`config.mk`:
```
export PLATFORM = sky130hd
export DESIGN_NAME = jtag_tap
export DESIGN_NICKNAME = d
export VERILOG_FILES = /design/src/rtl/jtag_pkg.sv /design/src/rtl/jtag_tap_fsm.sv /design/src/rtl/jtag_tap.sv
export SDC_FILE = /design/constraint.sdc
export NUM_CORES = 1
export LEC_CHECK = 0
export CORE_UTILIZATION = 45
export DETAILED_ROUTE_END_ITERATION = 7
export PLACE_DENSITY = 0.73
export RECOVER_POWER = 25
export SLEW_MARGIN = 20
export SYNTH_ARGS = -nofsm -noshare
export SYNTH_HDL_FRONTEND = slang
export SYNTH_SLANG_ARGS = --single-unit
```
`constraint.sdc`:
```
create_clock -name tck -period 1.8 [get_ports tck]
set_input_delay 0.18 -clock tck [delete_from_list [all_inputs] [get_ports tck]]
set_output_delay 0.18 -clock tck [all_outputs]
set_load 0.01 [all_outputs]
```
`src/rtl/jtag_pkg.sv`:
```
// Shared JTAG TAP types: state encoding, instruction codes and escape count.
// No ports; imported by jtag_tap_fsm and jtag_tap.
package jtag_pkg;

  typedef enum logic [3:0] {
    TLR    = 4'd0,
    RTI    = 4'd1,
    SEL_DR = 4'd2,
    SEL_IR = 4'd3,
    CAP_DR = 4'd4,
    CAP_IR = 4'd5,
    SH_DR  = 4'd6,
    SH_IR  = 4'd7,
    EX1_DR = 4'd8,
    EX1_IR = 4'd9,
    PAU_DR = 4'd10,
    PAU_IR = 4'd11,
    EX2_DR = 4'd12,
    EX2_IR = 4'd13,
    UPD_DR = 4'd14,
    UPD_IR = 4'd15
  } tap_state_t;

  typedef enum logic [1:0] {
    DR_BYPASS,
    DR_IDCODE,
    DR_USER
  } dr_sel_t;

  // Codes are truncated to IR_WIDTH; BYPASS is all-ones at any width.
  localparam logic [7:0] INSTR_BYPASS = 8'hFF;
  localparam logic [7:0] INSTR_IDCODE = 8'h01;
  localparam logic [7:0] INSTR_USER   = 8'h02;

  // tms=1 edges that reach TLR from any state.
  localparam int TLR_ESCAPE = 5;

endpackage

```
`src/rtl/jtag_tap_fsm.sv`:
```
// IEEE 1149.1 TAP controller state machine.
// Ports: tck clock, trst async active-low reset, tms select in, state out.
module jtag_tap_fsm
  import jtag_pkg::*;
(
  input  logic       tck,
  input  logic       trst,
  input  logic       tms,
  output tap_state_t state
);

  always_ff @(posedge tck or negedge trst) begin
    if (!trst) begin
      state <= TLR;
    end else begin
      unique case (state)
        TLR:    state <= tms ? TLR    : RTI;
        RTI:    state <= tms ? SEL_DR : RTI;
        SEL_DR: state <= tms ? SEL_IR : CAP_DR;
        SEL_IR: state <= tms ? TLR    : CAP_IR;
        CAP_DR: state <= tms ? EX1_DR : SH_DR;
        CAP_IR: state <= tms ? EX1_IR : SH_IR;
        SH_DR:  state <= tms ? EX1_DR : SH_DR;
        SH_IR:  state <= tms ? EX1_IR : SH_IR;
        EX1_DR: state <= tms ? UPD_DR : PAU_DR;
        EX1_IR: state <= tms ? UPD_IR : PAU_IR;
        PAU_DR: state <= tms ? EX2_DR : PAU_DR;
        PAU_IR: state <= tms ? EX2_IR : PAU_IR;
        EX2_DR: state <= tms ? UPD_DR : SH_DR;
        EX2_IR: state <= tms ? UPD_IR : SH_IR;
        UPD_DR: state <= tms ? SEL_DR : RTI;
        UPD_IR: state <= tms ? SEL_DR : RTI;
        default: state <= TLR;
      endcase
    end
  end

endmodule

```
`src/rtl/jtag_tap.sv`:
```
// JTAG TAP: IR, BYPASS/IDCODE/USER data registers, negedge tdo.
// Ports: tck, trst(n), tms, tdi, tdo, tdo_en, tap_state, ir_out,
//   user_dr_out, user_dr_in, user_update. Macro JTAG_IDCODE_EN adds IDCODE.
module jtag_tap
  import jtag_pkg::*;
#(
  parameter int          IR_WIDTH      = 4,
  parameter int          USER_DR_WIDTH = 8,
  parameter logic [31:0] IDCODE_VALUE  = 32'h1000_563D
) (
  input  logic                     tck,
  input  logic                     trst,
  input  logic                     tms,
  input  logic                     tdi,
  output logic                     tdo,
  output logic                     tdo_en,
  output logic [3:0]               tap_state,
  output logic [IR_WIDTH-1:0]      ir_out,
  output logic [USER_DR_WIDTH-1:0] user_dr_out,
  input  logic [USER_DR_WIDTH-1:0] user_dr_in,
  output logic                     user_update
);

  if (IR_WIDTH < 2 || IR_WIDTH > 8)
    $error("IR_WIDTH out of range");
  if (USER_DR_WIDTH < 1 || USER_DR_WIDTH > 32)
    $error("USER_DR_WIDTH out of range");
  if (IDCODE_VALUE[0] != 1'b1)
    $error("IDCODE_VALUE bit 0 must be 1");

  localparam logic [IR_WIDTH-1:0] BYPASS_CODE =
    INSTR_BYPASS[IR_WIDTH-1:0];
  localparam logic [IR_WIDTH-1:0] IDCODE_CODE =
    INSTR_IDCODE[IR_WIDTH-1:0];
  localparam logic [IR_WIDTH-1:0] USER_CODE =
    INSTR_USER[IR_WIDTH-1:0];
  localparam logic [IR_WIDTH-1:0] IR_CAPTURE =
    IR_WIDTH'(1);

`ifdef JTAG_IDCODE_EN
  localparam logic [IR_WIDTH-1:0] DEFAULT_IR = IDCODE_CODE;
`else
  localparam logic [IR_WIDTH-1:0] DEFAULT_IR = BYPASS_CODE;
`endif

  tap_state_t state;

  jtag_tap_fsm u_fsm (
    .tck   (tck),
    .trst  (trst),
    .tms   (tms),
    .state (state)
  );

  assign tap_state = state;

  logic [IR_WIDTH-1:0]      ir_sr;
  logic [IR_WIDTH-1:0]      ir_q;
  logic                     bypass_sr;
  logic [USER_DR_WIDTH-1:0] user_sr;
  dr_sel_t                  dr_sel;
  logic                     dr_lsb;

  // Extra top bit lets width-1 registers shift without an empty slice.
  logic [IR_WIDTH:0]        ir_ext;
  logic [USER_DR_WIDTH:0]   user_ext;

  assign ir_ext   = {tdi, ir_sr};
  assign user_ext = {tdi, user_sr};
  assign ir_out   = ir_q;

  always_comb begin
    dr_sel = DR_BYPASS;
    unique case (1'b1)
      (ir_q == USER_CODE):   dr_sel = DR_USER;
`ifdef JTAG_IDCODE_EN
      (ir_q == IDCODE_CODE): dr_sel = DR_IDCODE;
`endif
      default:               dr_sel = DR_BYPASS;
    endcase
  end

  // IR latch follows TLR entry as well as Update-IR.
  always_ff @(posedge tck or negedge trst) begin
    if (!trst) begin
      ir_sr <= '0;
      ir_q  <= DEFAULT_IR;
    end else begin
      if (state == CAP_IR)
        ir_sr <= IR_CAPTURE;
      else if (state == SH_IR)
        ir_sr <= ir_ext[IR_WIDTH:1];
      if (state == UPD_IR)
        ir_q <= ir_sr;
      else if (state == TLR || (state == SEL_IR && tms))
        ir_q <= DEFAULT_IR;
    end
  end

  always_ff @(posedge tck or negedge trst) begin
    if (!trst) begin
      bypass_sr <= 1'b0;
      user_sr   <= '0;
    end else begin
      if (dr_sel == DR_BYPASS) begin
        if (state == CAP_DR)
          bypass_sr <= 1'b0;
        else if (state == SH_DR)
          bypass_sr <= tdi;
      end
      if (dr_sel == DR_USER) begin
        if (state == CAP_DR)
          user_sr <= user_dr_in;
        else if (state == SH_DR)
          user_sr <= user_ext[USER_DR_WIDTH:1];
      end
    end
  end

`ifdef JTAG_IDCODE_EN
  logic [31:0] id_sr;

  always_ff @(posedge tck or negedge trst) begin
    if (!trst) begin
      id_sr <= '0;
    end else if (dr_sel == DR_IDCODE) begin
      if (state == CAP_DR)
        id_sr <= IDCODE_VALUE;
      else if (state == SH_DR)
        id_sr <= {tdi, id_sr[31:1]};
    end
  end
`endif

  always_comb begin
    dr_lsb = bypass_sr;
    unique case (dr_sel)
      DR_USER:   dr_lsb = user_sr[0];
`ifdef JTAG_IDCODE_EN
      DR_IDCODE: dr_lsb = id_sr[0];
`endif
      default:   dr_lsb = bypass_sr;
    endcase
  end

  always_ff @(posedge tck or negedge trst) begin
    if (!trst) begin
      user_dr_out <= '0;
      user_update <= 1'b0;
    end else begin
      user_update <= (state == UPD_DR) && (dr_sel == DR_USER);
      if (state == UPD_DR && dr_sel == DR_USER)
        user_dr_out <= user_sr;
    end
  end

  always_ff @(negedge tck or negedge trst) begin
    if (!trst) begin
      tdo    <= 1'b0;
      tdo_en <= 1'b0;
    end else begin
      tdo_en <= (state == SH_DR) || (state == SH_IR);
      if (state == SH_IR)
        tdo <= ir_sr[0];
      else if (state == SH_DR)
        tdo <= dr_lsb;
      else
        tdo <= 1'b0;
    end
  end

endmodule

```
==> flow_results.xml, run 1 <==
<?xml version="1.0" encoding="UTF-8"?>
<metrics>
  <group name="worst_setup_path">
    <metric name="cpPeakStageDelay" unit="ns">0.54</metric>
    <metric name="timing.critical_path.arrival" unit="ns">1.46</metric>
    <metric name="timing.critical_path.from_type" unit="">flip-flop</metric>
    <metric name="cp_cell_sequence" unit="">nor4b_4, nor2_1, o311a_1</metric>
    <metric name="timing.critical_path.required" unit="ns">1.07</metric>
    <metric name="timing.critical_path.slowest_stage_cell" unit="">dfstp_2</metric>
    <metric name="worst-r2r-setup-slack" unit="ns">-0.39</metric>
    <metric name="critical_path_class" unit="">flip-flop to flip-flop</metric>
    <metric name="crit_path_end_kind" unit="">flip-flop</metric>
    <metric name="critical_path_peak_fanout" unit="">3</metric>
  </group>
  <group name="synth">
    <metric name="async_reset_ff_share" unit="%">100</metric>
    <metric name="ys_ff_latch" unit="">32</metric>
    <metric name="postSynthCellCount" unit="">119</metric>
    <metric name="synth_area" unit="µm²">1460</metric>
    <metric name="yosys.cell_types.count" unit="">38</metric>
    <metric name="yosysSeqAreaShare" unit="%">55.3</metric>
    <metric name="postSynthAreaPerCell" unit="µm²">12.2</metric>
    <metric name="ys_warn_count" unit="">0</metric>
    <metric name="synth_enable_flop_cells" unit="">0</metric>
    <metric name="syn-num-nets" unit="">131</metric>
    <metric name="synth_ff_type" unit="">dfrtp_1</metric>
  </group>
  <group name="routing">
    <metric name="top_layer_used" unit="">met4</metric>
    <metric name="wl_met1" unit="µm">1370</metric>
    <metric name="dr.first_iter.drc_count" unit="">38</metric>
    <metric name="vias" unit="">1112</metric>
    <metric name="drt-wirelength-per-cell" unit="µm">14.1</metric>
    <metric name="final_antenna_net_count" unit="">0</metric>
    <metric name="route.met2.wl" unit="µm">1470</metric>
    <metric name="detail_route.wirelength" unit="µm">3000</metric>
    <metric name="vias_per_cell" unit="">5.22</metric>
    <metric name="detailroute.wirelength.met3" unit="µm">101</metric>
    <metric name="detailedRoute.firstPassIterationCount" unit="">4</metric>
    <metric name="detail_route.drc_violations" unit="">0</metric>
  </group>
  <group name="placement">
    <metric name="placed_instances" unit="">203</metric>
    <metric name="detailed_placer_s_ending_hpwl" unit="µm">2220</metric>
    <metric name="dpl-instance-area" unit="µm²">1950</metric>
    <metric name="port_buffers" unit="">30</metric>
    <metric name="place_congestion" unit="">0.784</metric>
  </group>
  <group name="sta">
    <metric name="worstMarginPinSlew" unit="ns">0.840</metric>
    <metric name="relSlewSlack" unit="%">44.0</metric>
    <metric name="worst_slack" unit="ns">-0.386</metric>
    <metric name="grt_setup_unrepaired" unit="">true</metric>
    <metric name="fin_tns_setup" unit="ns">-1.95</metric>
    <metric name="timing.clock.skew" unit="ns">0.0100</metric>
    <metric name="final_max_slew_viol_count" unit="">0</metric>
    <metric name="setup-violations-final" unit="">11</metric>
    <metric name="finalHoldViolCount" unit="">0</metric>
  </group>
  <group name="finish">
    <metric name="post_layout_net_count" unit="">180</metric>
    <metric name="diodes" unit="">0</metric>
    <metric name="final_core_util" unit="%">67.5</metric>
    <metric name="area_delta_synth_final" unit="%">41.6</metric>
    <metric name="post_layout_nonfiller_instances" unit="">213</metric>
    <metric name="stdcell_area" unit="µm²">2060</metric>
    <metric name="fillCellCount" unit="">244</metric>
    <metric name="final_layout_size_suffix_gt1_share" unit="%">35.5</metric>
  </group>
  <group name="floorplan">
    <metric name="io-pin-count" unit="">31</metric>
    <metric name="die-area" unit="µm²">3470</metric>
    <metric name="floorplan.initialDensity" unit="%">47.7</metric>
    <metric name="placeableCoreArea" unit="µm²">3050</metric>
    <metric name="die-width" unit="µm">58.9</metric>
    <metric name="chipHeight" unit="µm">58.9</metric>
    <metric name="number_of_rows_in_the_core_area" unit="">20</metric>
  </group>
  <group name="clock_tree">
    <metric name="cts_max_level" unit="">2</metric>
    <metric name="tritoncts" unit="">done</metric>
    <metric name="cts.hold.buffers_added" unit="">0</metric>
    <metric name="root_buffer" unit="">clkbuf_4</metric>
    <metric name="clock_pin_slew_worst_setup_and_hold_paths" unit="ns">0.10</metric>
    <metric name="clk_path_buf_depth" unit="">2</metric>
    <metric name="clkSinkCount" unit="">32</metric>
    <metric name="clock_insertion_delay_worst_skew" unit="ns">0.33</metric>
    <metric name="numCtsBuffers" unit="">5</metric>
  </group>
  <group name="flow_run">
    <metric name="cap_viol_max_count" unit="">0</metric>
  </group>
  <group name="grt">
    <metric name="grt_antenna_before_repair" unit="">0</metric>
    <metric name="pin_count_of_the_biggest_net_entering_global_routing" unit="">22</metric>
    <metric name="global_route.usage.total" unit="%">19.9</metric>
    <metric name="grt_pass1_vias" unit="">1025</metric>
    <metric name="gr-total-overflow" unit="">0</metric>
    <metric name="first_pass_grt_wire_length" unit="µm">4910</metric>
  </group>
  <group name="power">
    <metric name="vdd_drop_max" unit="V">0.00113</metric>
    <metric name="post-layout-total-power" unit="W">0.00345</metric>
    <metric name="power-per-cell-area" unit="nW/µm²">1670</metric>
    <metric name="power.switching_fraction" unit="%">32.9</metric>
    <metric name="total_leakage_power" unit="nW">0.917</metric>
    <metric name="p_int" unit="W">0.00231</metric>
    <metric name="p_clk_share" unit="%">17.5</metric>
    <metric name="net_switching_power_figure" unit="W">0.00113</metric>
    <metric name="power.share.combinational" unit="%">46.2</metric>
    <metric name="p_seq_share" unit="%">36.4</metric>
  </group>
  <group name="status">
    <metric name="run_status" unit="">finished, violations left</metric>
    <metric name="violations" unit="">setup timing</metric>
  </group>
  <group name="min_path">
    <metric name="min_delay_path_class" unit="">input pin to flip-flop</metric>
  </group>
</metrics>
[layer usage]
| metal | global-route usage (%) | vias up |
|---|---|---|
| met2 | 29.1 | 22 |
| met5 | 0 | - |
| met4 | 11.2 | 0 |
| li1 | - | 529 |
| met1 | 27.2 | 553 |
| met3 | 4.62 | 8 |
[critical path, delay by kind of cell, from the launching register on]
kind             cells  cell delay [ns]
flip-flops           1             0.54
AND/OR/NAND/NOR      2             0.31
AO/OA/AOI/OAI        1             0.28
[cells by family after synthesis]
family | Yosys count | synth area share (%)
xor gates and xnor gates | 1 | 0.601
AOI/OAI and AO/OA | 21 | 10.2
and+or+nand+nor | 30 | 12.1
buffers and inverters | 11 | 3.26
muxes | 24 | 18.5
DFF | 32 | 55.3
[through the flow]
stage / worst slack, ns / hold slack [ns]
3_5_place_dp: -0.373 / 0.497
6_report: -0.386 / 0.469
4_1_cts: -0.398 / 0.284
2_1_floorplan: -0.370 / -0.116
3_3_place_gp: -0.343 / 0.493
5_1_grt: -0.451 / 0.450
[path summary, 6_finish.rpt]
| kind | start | end | cells after the start |
|---|---|---|---|
| min in group asynchronous | trst | u_fsm.state[0] | 2 |
| max in group asynchronous | trst | user_sr[0] | 2 |
| worst min register to register | user_dr_out[3] | user_dr_out[3] | 1 |
| worst max-delay path | ir_out[1] | tdo | 3 |
| worst min-delay path | tdi | ir_sr[3] | 3 |
| worst max register to register | ir_out[1] | tdo | 3 |
[power groups by stage]
stage	clock [W]	sequential [W]	combinational, W
after floorplan	0	0.00133	0.000872
after global placement	0	0.00124	0.00154
after detailed placement	0	0.00126	0.00158
after CTS	0.000615	0.00125	0.00160
after global routing	0.000646	0.00129	0.00173
final	0.000602	0.00125	0.00159
[cells in the mapped netlist, types with 3 or more instances]
library cell	n	area, µm²
o21ai_0	7	35.0
dfstp_2	4	105
mux2_2	23	259
nor2_1	4	15.0
o22a_1	3	26.3
nand3_1	3	15.0
clkbuf_1	3	11.3
inv_1	5	18.8
dfrtp_1	26	651
nand2_1	9	33.8
[cells in the final DEF (no fill, tap or decap), types with 3 or more instances in the layout]
cell,Yosys,routed
clkbuf_4,0,5
nand3_1,3,3
clkdlybuf4s50_1,0,26
dfrtp_1,26,26
dfstp_2,4,4
nor2_1,4,4
o22a_1,3,3
buf_6,0,4
mux2_2,23,16
buf_4,1,12
o21ai_0,7,7
nand2_1,9,9
inv_1,5,4
mux2_4,0,7
[flip-flops by register name (all words and copies together), names as in the netlist]
| signal | cells |
|---|---|
| bypass_sr | 1 |
| ir_out | 4 |
| ir_sr | 4 |
| tdo | 1 |
| tdo_en | 1 |
| u_fsm.state | 4 |
| user_dr_out | 8 |
| user_sr | 8 |
| user_update | 1 |
[layout make-up]
| cell class | instances | area (µm²) | area share [%] |
|---|---|---|---|
| repair buffers | 48 | 435 | 21.1 |
| clock inverters | 1 | 30.0 | 1.46 |
| inverters | 5 | 21.3 | 1.03 |
| clock buffers | 7 | 65.1 | 3.16 |
| multi-input cells | 76 | 649 | 31.5 |
| flip-flops and latches | 32 | 806 | 39.1 |
| well taps | 44 | 55.1 | 2.67 |
[repair_timing]
| action | 4_1_cts | 5_1_grt |
|---|---|---|
| resized for setup | 11 | 2 |
| buffers inserted | 2 | 0 |
| endpoints found under the setup margin | 10 | 13 |
| pin swaps | 2 | 1 |
(Power assumes the default switching activity.)
==> run 2: changes to the inputs <==
--- a/config.mk
+++ b/config.mk
@@ -5,9 +5,9 @@
 export SDC_FILE = /design/constraint.sdc
 export NUM_CORES = 1
 export LEC_CHECK = 0
-export CORE_UTILIZATION = 45
+export CORE_UTILIZATION = 49
 export DETAILED_ROUTE_END_ITERATION = 7
-export PLACE_DENSITY = 0.73
+export PLACE_DENSITY = 0.75
 export RECOVER_POWER = 25
 export SLEW_MARGIN = 20
 export SYNTH_ARGS = -nofsm -noshare
==> constraint.sdc (replaced) <==
create_clock -name tck -period 2.1 [get_ports tck]
set_input_delay 0.21 -clock tck [delete_from_list [all_inputs] [get_ports tck]]
set_output_delay 0.21 -clock tck [all_outputs]
set_load 0.01 [all_outputs]
==> run 2 against run 1 <==
The flow still finishes with violations (setup timing). Total power fell by 17%. Critical endpoint unchanged. Critical path type unchanged. Worst hold slack better by 0.032 ns. First-iteration DRC count down 11%. Flip-flop and latch count did not move. Clock skew decreased by 0.0022 ns. Clock-buffer cell count unchanged. Final cell count is 8.9% lower.
==> flow_results.xml, run 2 (same netlist as run 1, synthesis figures left out) <==
<?xml version="1.0" encoding="UTF-8"?>
<metrics>
  <group name="status">
    <metric name="run_status" unit="">finished, violations left</metric>
    <metric name="violations" unit="">setup timing</metric>
  </group>
  <group name="worst_setup_path">
    <metric name="critical_path_class" unit="">flip-flop to flip-flop</metric>
    <metric name="timing.critical_path.from_type" unit="">flip-flop</metric>
    <metric name="critical_path_buf_inv_count" unit="">0</metric>
    <metric name="cpPeakStageDelay" unit="ns">0.54</metric>
    <metric name="timing.critical_path.arrival" unit="ns">1.46</metric>
    <metric name="crit_path_end_kind" unit="">flip-flop</metric>
    <metric name="regToRegStartpoint" unit="">ir_out[1]</metric>
    <metric name="worst-r2r-setup-slack" unit="ns">-0.25</metric>
    <metric name="r2r-end" unit="">tdo</metric>
    <metric name="critPathTopFamily" unit="">flip-flops</metric>
    <metric name="cp_cell_sequence" unit="">nor4b_4, nor2_1, o311a_1</metric>
    <metric name="critical_path_peak_fanout" unit="">3</metric>
    <metric name="timing.critical_path.slowest_stage_cell" unit="">dfstp_2</metric>
    <metric name="reg2reg_depth" unit="">3</metric>
    <metric name="timing.critical_path.required" unit="ns">1.21</metric>
  </group>
  <group name="finish">
    <metric name="final_layout_size_suffix_gt1_share" unit="%">31.9</metric>
    <metric name="layout_top_registers" unit="">user_dr_out x8, user_sr x8</metric>
    <metric name="stdcell_area" unit="µm²">1950</metric>
    <metric name="layout.cells.most_common_list" unit="">clkdlybuf4s50_1, dfrtp_1, mux2_2</metric>
    <metric name="area_delta_synth_final" unit="%">33.8</metric>
    <metric name="post_layout_nonfiller_instances" unit="">194</metric>
    <metric name="mostFrequentLayoutCell" unit="">clkdlybuf4s50_1</metric>
    <metric name="fillCellCount" unit="">224</metric>
    <metric name="post_layout_net_count" unit="">174</metric>
    <metric name="diodes" unit="">0</metric>
  </group>
  <group name="clock_tree">
    <metric name="tritoncts" unit="">done</metric>
    <metric name="postCtsSetupBuffers" unit="">0</metric>
    <metric name="root_buffer" unit="">clkbuf_4</metric>
    <metric name="clock_insertion_delay_worst_skew" unit="ns">0.32</metric>
    <metric name="cts_max_level" unit="">2</metric>
    <metric name="numCtsBuffers" unit="">5</metric>
    <metric name="clkSinkCount" unit="">32</metric>
    <metric name="clock_pin_slew_worst_setup_and_hold_paths" unit="ns">0.10</metric>
    <metric name="cts.hold.buffers_added" unit="">0</metric>
    <metric name="clk_path_buf_depth" unit="">2</metric>
  </group>
  <group name="grt">
    <metric name="first_pass_grt_wire_length" unit="µm">4870</metric>
    <metric name="global_route.usage.total" unit="%">20.5</metric>
    <metric name="pin_count_of_the_biggest_net_entering_global_routing" unit="">22</metric>
    <metric name="grt_pass1_vias" unit="">1106</metric>
    <metric name="grt_antenna_before_repair" unit="">0</metric>
    <metric name="gr-total-overflow" unit="">0</metric>
  </group>
  <group name="floorplan">
    <metric name="floorplan.initialDensity" unit="%">52.4</metric>
    <metric name="number_of_rows_in_the_core_area" unit="">19</metric>
    <metric name="die-area" unit="µm²">3190</metric>
    <metric name="chipHeight" unit="µm">56.5</metric>
    <metric name="io-pin-count" unit="">31</metric>
    <metric name="die-width" unit="µm">56.5</metric>
    <metric name="placeableCoreArea" unit="µm²">2780</metric>
  </group>
  <group name="placement">
    <metric name="dpl-instance-area" unit="µm²">1870</metric>
    <metric name="port_buffers" unit="">30</metric>
    <metric name="place_congestion" unit="">0.764</metric>
    <metric name="detailed_placer_s_ending_hpwl" unit="µm">2200</metric>
    <metric name="placed_instances" unit="">186</metric>
  </group>
  <group name="sta">
    <metric name="finalHoldViolCount" unit="">0</metric>
    <metric name="grt_setup_unrepaired" unit="">true</metric>
    <metric name="timing.clock.skew" unit="ns">0.00784</metric>
    <metric name="worst_slack" unit="ns">-0.246</metric>
    <metric name="setup-violations-final" unit="">1</metric>
    <metric name="relSlewSlack" unit="%">33.6</metric>
    <metric name="final_max_slew_viol_count" unit="">0</metric>
    <metric name="final.hold.worst_slack" unit="ns">0.501</metric>
    <metric name="worstMarginPinSlew" unit="ns">0.995</metric>
  </group>
  <group name="power">
    <metric name="total_leakage_power" unit="nW">0.869</metric>
    <metric name="power-per-cell-area" unit="nW/µm²">1460</metric>
    <metric name="vdd_drop_max" unit="V">0.00129</metric>
  </group>
  <group name="routing">
    <metric name="vias_per_cell" unit="">5.69</metric>
    <metric name="detail_route.wirelength" unit="µm">2940</metric>
    <metric name="vias" unit="">1104</metric>
    <metric name="dr.first_iter.drc_count" unit="">34</metric>
    <metric name="detail_route.drc_violations" unit="">0</metric>
    <metric name="drt-wirelength-per-cell" unit="µm">15.2</metric>
    <metric name="final_antenna_net_count" unit="">0</metric>
    <metric name="detailedRoute.firstPassIterationCount" unit="">4</metric>
  </group>
  <group name="min_path">
    <metric name="min_delay_path_class" unit="">input pin to asynchronous set/reset pin</metric>
  </group>
  <group name="flow_run">
    <metric name="cap_viol_max_count" unit="">0</metric>
  </group>
</metrics>
-- run 2: cell count changes in the layout (fill, tap and decap cells not counted) --
cell,delta
buf_4,-2
buf_6,-4
clkdlybuf4s50_1,+1
dlymetal6s2s_1,-1
inv_1,+1
inv_4,-1
mux2_2,+7
mux2_4,-7
nor3b_1,+1
nor3b_2,-1
-- run 2: worst max path at each step --
| stage | endpoint | from | slack, ns | cells past startpoint |
|---|---|---|---|---|
| 6_report | tdo | ir_out[1] | -0.25 | 3 |
| 5_1_grt | tdo | ir_out[1] | -0.30 | 3 |
| 4_1_cts | tdo | ir_out[1] | -0.25 | 3 |
| 3_5_place_dp | tdo | ir_out[1] | -0.23 | 3 |
| 3_3_place_gp | tdo | ir_out[1] | -0.19 | 3 |
| 2_1_floorplan | tdo | ir_out[1] | -0.22 | 3 |
-- run 2: worst register-to-register path, cell delays in order, from the launching register on --
cell and delay [ns]:
dfstp_2 0.54, nor4b_4 0.24, nor2_1 0.07, o311a_1 0.29
-- run 2: layer usage --
| layer | part of all wire (%) | global-route usage (%) | vias up |
|---|---|---|---|
| met5 | 0 | 0 | - |
| met4 | 1.6 | 10.5 | 0 |
| met3 | 4.2 | 4.15 | 5 |
| met2 | 50 | 32.9 | 31 |
| met1 | 44 | 26.3 | 551 |
| li1 | - | - | 517 |
-- run 2: metrics by stage --
step                      utilization (%)  power [W]  setup WS, ns  TNS, ns
after detailed placement             67.3    0.00236        -0.227   -0.350
after floorplan                         -    0.00183        -0.220   -0.220
after global routing                 70.1    0.00304        -0.301   -0.341
after CTS                            70.4    0.00288        -0.248   -0.250
after global placement               67.3    0.00230        -0.194   -0.286
final                                70.1    0.00285        -0.246   -0.246
-- run 2: report_power, final --
| part | switching (W) | leakage, nW | total, W | internal [W] |
|---|---|---|---|---|
| Sequential | 0.000161 | 0.397 | 0.00106 | 0.000897 |
| Clock | 0.000202 | 0.0515 | 0.000518 | 0.000316 |
| Combinational | 0.000588 | 0.421 | 0.00128 | 0.000688 |
-- run 2: final cells by class --
type	count	area [µm²]	area share (%)
sequential	32	806	41.3
multi-input combinational	76	618	31.7
timing repair buffer	42	373	19.1
clock buffer	7	65.1	3.34
tap	31	38.8	1.99
clock inverter	1	30.0	1.54
inverter	5	18.8	0.963
-- run 2: what timing repair did --
| action | CTS | global route |
|---|---|---|
| pin swaps | 1 | 0 |
| resized for setup | 8 | 0 |
| setup endpoints to repair | 3 | 3 |
